==> config.mk <==
export PLATFORM = sky130hd
export DESIGN_NAME = regfile_scoreboard
export DESIGN_NICKNAME = d
export VERILOG_FILES = /design/src/rtl/regfile_scoreboard.sv
export SDC_FILE = /design/constraint.sdc
export NUM_CORES = 2
export LEC_CHECK = 0
export CAP_MARGIN = 20
export CORE_MARGIN = 2
export CORE_UTILIZATION = 40
export DETAILED_ROUTE_END_ITERATION = 7
export PLACE_DENSITY_LB_ADDON = 0.08
export REMOVE_ABC_BUFFERS = 1
export SLEW_MARGIN = 5
export SYNTH_ARGS = -nofsm -noshare
export SYNTH_HDL_FRONTEND = slang
export SYNTH_SLANG_ARGS = --single-unit
==> constraint.sdc <==
create_clock -name clk -period 7.8 [get_ports clk]
set_input_delay 1.56 -clock clk [delete_from_list [all_inputs] [get_ports clk]]
set_output_delay 1.56 -clock clk [all_outputs]
set_load 0.005 [all_outputs]
==> src/rtl/regfile_scoreboard.sv <==
// GPR file with async read ports, one sync write port, optional bypass and a pending-write scoreboard.
// Latency: reads/busy/stall combinational; write, reserve and flush take effect at the next rising edge.
// Backpressure: no handshake; stall_o tells decode to hold while a consumed operand is still pending.
module regfile_scoreboard #(
    parameter int DATA_W   = 32,
    parameter int ADDR_W   = 5,
    parameter int NUM_RD   = 2,
    parameter int BYPASS   = 1,
    parameter int ZERO_REG = 1
) (
    input  logic                     clk,
    input  logic                     rst,
    input  logic [NUM_RD*ADDR_W-1:0] rd_num_i,
    input  logic [NUM_RD-1:0]        rd_use_i,
    output logic [NUM_RD*DATA_W-1:0] rd_data_o,
    output logic [NUM_RD-1:0]        rd_busy_o,
    output logic                     stall_o,
    input  logic                     wr_en_i,
    input  logic [ADDR_W-1:0]        wr_num_i,
    input  logic [DATA_W-1:0]        wr_data_i,
    input  logic                     rsv_en_i,
    input  logic [ADDR_W-1:0]        rsv_num_i,
    input  logic                     flush_i,
    output logic [ADDR_W:0]          pend_cnt_o
);

    localparam int DEPTH = 1 << ADDR_W;
    localparam int CNT_W = ADDR_W + 1;

    logic [DATA_W-1:0] regs_q [DEPTH];
    logic [DATA_W-1:0] regs_d [DEPTH];
    logic [DEPTH-1:0]  pend_q, pend_d;
    logic [CNT_W-1:0]  pend_cnt_q, pend_cnt_d;
    logic              wr_ok, rsv_ok;

    assign wr_ok  = wr_en_i  && !((ZERO_REG != 0) && (wr_num_i  == '0));
    assign rsv_ok = rsv_en_i && !((ZERO_REG != 0) && (rsv_num_i == '0));

    always_comb begin
        regs_d = regs_q;
        if (wr_ok) begin
            regs_d[wr_num_i] = wr_data_i;
        end
    end

    // Later assignments win: flush over reserve over write-clear.
    always_comb begin
        pend_d = pend_q;
        if (wr_ok) begin
            pend_d[wr_num_i] = 1'b0;
        end
        if (rsv_ok) begin
            pend_d[rsv_num_i] = 1'b1;
        end
        if (flush_i) begin
            pend_d = '0;
        end
        pend_cnt_d = '0;
        for (int i = 0; i < DEPTH; i++) begin
            pend_cnt_d = pend_cnt_d + CNT_W'(pend_d[i]);
        end
    end

    always_ff @(posedge clk) begin
        if (rst) begin
            for (int i = 0; i < DEPTH; i++) begin
                regs_q[i] <= '0;
            end
            pend_q     <= '0;
            pend_cnt_q <= '0;
        end else begin
            regs_q     <= regs_d;
            pend_q     <= pend_d;
            pend_cnt_q <= pend_cnt_d;
        end
    end

    for (genvar k = 0; k < NUM_RD; k++) begin : g_rd
        logic [ADDR_W-1:0] idx;
        logic              zero_hit;
        logic              byp_hit;

        assign idx      = rd_num_i[k*ADDR_W +: ADDR_W];
        assign zero_hit = (ZERO_REG != 0) && (idx == '0);
        assign byp_hit  = (BYPASS != 0) && wr_en_i && (wr_num_i == idx);

        assign rd_data_o[k*DATA_W +: DATA_W] = zero_hit ? '0 :
                                               byp_hit  ? wr_data_i : regs_q[idx];
        assign rd_busy_o[k] = !zero_hit && !byp_hit && pend_q[idx];
    end

    assign stall_o    = |(rd_busy_o & rd_use_i);
    assign pend_cnt_o = pend_cnt_q;

endmodule

# Word level (Yosys, flattened, before mapping)
# Index checks and enable logic that the tools add are counted.
# classes
addsub,31
n_lt_le_gt_ge,10
n_eq_ne,2
muxes,24
bitwise_logic,7
n_reduce_logical,22
# ops
op,count
$bwmux W1024,1
$mux W32,12
$bmux W32 S5,2
$demux W32 S5,1
$add A6 B1 Y6,26
$and A32 B32 Y32,1
$not A32 Y32,1
$or A32 B32 Y32,1
$lt A5 B6 Y1 const B,4
$logic_not A5 Y1,4
$ge A6 B6 Y1 const B,3
$not A5 Y6,3
$logic_and A1 B1 Y1,11
$bmux W1 S5,2
$demux W1 S5,2
$eq A5 B5 Y1,2
$ge A5 B1 Y1 const B,2
$add A5 B1 Y6,1
$logic_not A1 Y1,6
$lt A6 B1 Y1 const B,1
$add A4 B1 Y5,1
$add A3 B1 Y4,1
$mux W1,4
$add A2 B1 Y3,1
other kinds (3),3
# totals
regBits,1062
inputBits,59
output_inout_bits,73
wordCells,130

# Logic depth before layout (Yosys ltp)
# depth
word_depth,41
depth_mapped,22
mapped_depth_nobuf,20

# Worst setup path before layout
# No wires, ideal clock.
# synth_timing
path_kind,input port to flip-flop
from,input port wr_num_i[4]
to,"register pend_cnt_q[4], in the netlist pend_cnt_o[4]"
setup_ps,128
arrival_time_ps,6655
t_required_ps,7672
slack_ps,1017
stages,22
path_buffers,2
path_cell_list,clkbuf_1 clkbuf_1 nor3b_1 nand2_1 a22oi_1 nor2_1 fa_1 inv_1 fa_1 fa_1 fa_1 fa_1 fa_1 inv_1 ha_1 inv_1 fa_1 inv_1 a21o_1 a21oi_1 xor2_1 nor2_1
# synth_between
word_cells_on_any_way,45
classes_between,add/sub: 31; order compare: 2; mux: 5; bitwise: 3; reduce/logical: 4
# synth_lines
item,line_no,text
from (decl),19,"input logic [ADDR_W-1:0] wr_num_i,"
$lt A5 B6 Y1 (implied by the code) or $ge A5 B1 Y1 (tied branches),50,pend_d[wr_num_i] = 1'b0;
$logic_and A1 B1 Y1 (implied by the code),50,
$mux W1 (implied by the code),50,
$demux W1 S5,50,
$not A32 Y32 (no line),-,
$and A32 B32 Y32 (no line),-,
$mux W32 *,49,if (wr_ok) begin
$or A32 B32 Y32 (no line),-,
$mux W32 *,52,if (rsv_ok) begin
$mux W32 *,55,if (flush_i) begin
net pend_d[11],32,"logic [DEPTH-1:0] pend_q, pend_d;"
$add A6 B1 Y6 * (21 in series),60,pend_cnt_d = pend_cnt_d + CNT_W'(pend_d[i]);
to (signal assigned),74,pend_cnt_q <= pend_cnt_d;
to (decl),33,"logic [CNT_W-1:0] pend_cnt_q, pend_cnt_d;"
# The timed path passes the listed nets; every way through them passes the cells marked *.
# A chain may end at the register's enable or synchronous reset.

# Worst setup path in the final report
# layout_timing
from,input port wr_num_i[4]
to,output port rd_data_o[13]
# layout_between
elab_chain_len,4
# layout_rtl
item,line_no,text
$eq A5 B5 Y1,85,assign byp_hit = (BYPASS != 0) && wr_en_i && (wr_num_i == idx);
$logic_and A1 B1 Y1,85,
$mux W32,88,byp_hit ? wr_data_i : regs_q[idx];
$mux W32,87,assign rd_data_o[k*DATA_W +: DATA_W] = zero_hit ? '0 :
to (decl),15,"output logic [NUM_RD*DATA_W-1:0] rd_data_o,"
# No other way between the ends.

==> impl_summary.md <==
Drt
The number of detailed-routing iterations run before antenna repair is 6. The wire length reported by the detailed router is 262,000 um. The initial DRC count is 7,398. The count of nets left with antenna violations once routing finished came out at 0. After detailed routing, the average wire length per cell comes to 32.5 um. After detailed routing, the number of remaining DRC violations is 0. The via total after detailed routing is 51,100. Dividing the detail-routed via count by the number of cells gives 6.33.

Worst setup path
The critical path data arrival time is 5260 ps. The critical path starts at wr_num_i[4]. The endpoint of the worst setup timing path is rd_data_o[13].

The logic depth of the worst register-to-register path is 18. The slack of the worst reg-to-reg path is 2760 ps. The data required time at the worst endpoint is 6240 ps.

In this run the critical register-to-register path is launched from pend_q[27]. The startpoint type of the worst setup path is an input pin. STA classifies the critical path endpoint as a primary output. In this run the critical register-to-register path is captured at pend_cnt_o[4]. In this run the worst path has a maximum fanout of 28. By startpoint and endpoint, the worst setup path is classified as input pin to primary output.

Logic synthesis
The count of flip-flops with a built-in enable after synthesis is 0. Yosys printed 0 warnings. Ranked by total cell area, the synthesized netlist is headed by sky130_fd_sc_hd__dfxtp_1, sky130_fd_sc_hd__mux4_2, sky130_fd_sc_hd__nand2_1, sky130_fd_sc_hd__a21oi_1, sky130_fd_sc_hd__mux2i_1. The commonest cells after synthesis are sky130_fd_sc_hd__nand2_1, sky130_fd_sc_hd__dfxtp_1, sky130_fd_sc_hd__a21oi_1. The fraction of post-synthesis cell area in the top cell type by area is 38.3%. The number of distinct library cells after synthesis is 64.

The most numerous cell in the Yosys netlist is sky130_fd_sc_hd__nand2_1. The largest area contributor in the synthesized netlist is sky130_fd_sc_hd__dfxtp_1. The post-synthesis sequential element count is 1,062. A synthesized cell averages 8.69 sq um.

In the synthesized netlist, the number of instances is 6,389. The share of the yosys chip area belonging to registers is 38.3%. The netlist area before placement is 55,500 sq um. In the synthesized netlist the async set-or-reset flop fraction comes to 0%. The dominant register cell in the synthesized netlist is sky130_fd_sc_hd__dfxtp_1.

Clock tree
The TritonCTS clock tree is yes. Buffers inserted during clock tree synthesis total 120. The number of buffers inserted to repair setup after CTS is 0. The H-tree was split into 3 levels. The cell at the root of the clock tree is sky130_fd_sc_hd__clkbuf_16.

CTS saw 1,062 sinks. The maximum root-to-sink buffer count is 3. For this design, the CTS-stage hold fixing added 0 buffers. For the worst-skew pair, the clock arrives at the later sink with an insertion delay of 790 ps. The register clock-pin slew on the reported worst setup and hold paths is 60 ps.

The total of cells resized after clock tree synthesis is 0.

Timing
Adding up every negative setup slack in the final design gives 0 ps. After layout, the worst path uses 87.4% of the clock period. The number of endpoints with negative hold slack in the final report is 0. Setup repair after global routing left no endpoint under its margin. The setup-violating endpoint count in the final report is 0. The worst setup skew after layout is 36.7 ps.

Static timing analysis puts the maximum clock frequency at 0.147 GHz. The total count of max-transition violations in the final report is 0. In this run the tightest slew margin relative to its limit is 9.41%.

The worst-margin pin slew is 1360 ps. The worst path in the final design needs a cycle of 6820 ps, including I/O delays and setup.

Finish
The net count of the finished layout is 6,266. The post-route netlist has 15.7% of its cells at a drive strength greater than 1. The core utilization of the finished layout is 45.3%.

Compared with the post-synthesis result, the final layout area differs by 12.3%.

Min path
The tightest min-delay check is of the flip-flop to flip-flop type.

Job
Across the run, the number of max-cap violations was 0.

Global route
The first-pass GRT wire length is 365,000 um. Global routing finished with a remaining overflow of 0. The initial antenna violation count came to 27. The number of global-route vias before repair was 47,200. Entering global routing, the biggest net connects 226 pins. In the global route stage, overall resource usage came out at 36.2%.

Die
The floorplan die area is 142,000 sq um. The floorplan has 136 rows. The core area is 138,000 sq um. The floorplan step set the die height to 376 um.

In this run the count of I/O pins placed on the die edge is 132. The floorplan step set the die width to 376 um. Once the floorplan was initialized, standard cells occupied 40.3% of the core.

Pwr
The power per standard cell area is 204 nW/um^2. IR analysis of the VDD net gives a maximum drop of 0.186 mV. The leakage power of the design is 20.6 nW.

Placed design
The count of input and output buffers is 131. The total half-perimeter wirelength after legalization and detailed placement is 152,000 um. At the end of routability-driven placement, the weighted congestion stood at 0.920.

Run status
The flow ran to the end, and the final reports show no timing, DRC or antenna violations.
-- worst max-delay path: stages --
cell and delay, ps:
sky130_fd_sc_hd__clkdlybuf4s50_1 640, sky130_fd_sc_hd__xnor2_1 230, sky130_fd_sc_hd__and2_0 570, sky130_fd_sc_hd__nand2_2 230, sky130_fd_sc_hd__buf_4 580, sky130_fd_sc_hd__o21ai_0 190, sky130_fd_sc_hd__a21oi_1 580, sky130_fd_sc_hd__clkdlybuf4s50_1 650
-- state kept, by name (all words and copies together), names as in the netlist --
signal and flops:
pend_cnt_o 6, regs_q 1024, pend_q 32
-- cell families after synthesis --
| family | count (synthesis) | synth area share [%] |
|---|---|---|
| adders and majority gates | 31 | 1.02 |
| xor gates and xnor gates | 12 | 0.189 |
| and+or+nand+nor | 2453 | 17.8 |
| buffers and inverters | 703 | 5.61 |
| muxes | 686 | 22.2 |
| AOI/OAI and AO/OA | 1442 | 14.9 |
| DFF | 1062 | 38.3 |
-- where the power goes --
group          total (W)  switching [W]  leakage (nW)  internal, W
sequential       0.00549      0.0000297          8.56      0.00546
combinational    0.00126       0.000853          9.96     0.000403
clock            0.00600        0.00252          2.04      0.00348
total             0.0127        0.00340          20.6      0.00934
-- through the flow --
stage          cells  instance area (sq um)  hold WS (ps)  setup WS [ps]  power (W)
2_1_floorplan   5715                  52500           435            895    0.00600
3_3_place_gp    7845                  58200           449            237    0.00684
3_5_place_dp    7847                  58200           454            343    0.00684
4_1_cts         8067                  62300           462           1090     0.0128
5_1_grt         8072                  62300           480            816     0.0130
6_report        8074                  62300           465            982     0.0127
-- layout make-up --
| class | count | area (sq um) |
|---|---|---|
| Fill cell | 13200 | 75300 |
| Multi-Input combinational cell | 4624 | 31500 |
| Sequential cell | 1062 | 21300 |
| Clock buffer | 178 | 3660 |
| Timing Repair Buffer | 339 | 3150 |
| Tap cell | 1794 | 2240 |
| Clock inverter | 42 | 439 |
| Inverter | 29 | 109 |
| Antenna cell | 6 | 15.0 |
-- layer usage --
metal	vias to the layer above	routed length, um	track usage, %
li1	22000	-	-
met1	25400	104000	49.0
met2	3130	114000	53.9
met3	684	28700	8.12
met4	14	15600	18.7
met5	-	133	0.206
-- worst min-delay path by stage --
| stage | end | slack [ps] | cells after the start | from |
|---|---|---|---|---|
| after CTS | regs_q[40] | 460 | 2 | regs_q[40] |
| after global routing | regs_q[316] | 480 | 2 | regs_q[316] |
| final | regs_q[410] | 460 | 2 | regs_q[410] |
| after detailed placement | regs_q[40] | 450 | 2 | regs_q[40] |
| after floorplan | regs_q[288] | 440 | 2 | regs_q[288] |
| after global placement | regs_q[537] | 450 | 2 | regs_q[537] |
-- placed cells by master, fill, tap and decap left out, drive strengths merged, types with 7 or more instances in the layout --
| cell | instances |
|---|---|
| nand2 | 2071 |
| dfxtp | 1062 |
| a21oi | 1055 |
| mux4 | 431 |
| buf | 219 |
| mux2i | 215 |
| clkbuf | 178 |
| clkdlybuf4s50 | 120 |
| nor2 | 111 |
| nor2b | 83 |
| a22oi | 76 |
| o22ai | 71 |
| a221oi | 61 |
| mux2 | 40 |
| nor3 | 38 |
| a211oi | 38 |
| o21ai | 35 |
| a221o | 33 |
| nand3 | 31 |
| clkinv | 31 |
| inv | 28 |
| fa | 24 |
| nand2b | 17 |
| or2 | 17 |
| nand4 | 16 |
| nor3b | 12 |
| and2 | 12 |
| o21bai | 11 |
| or4 | 10 |
| o221ai | 9 |
| nor4 | 9 |
| a211o | 8 |
| bufinv | 8 |
| and3b | 7 |
| ha | 7 |
Note: power is estimated with default switching activity, not from simulation.
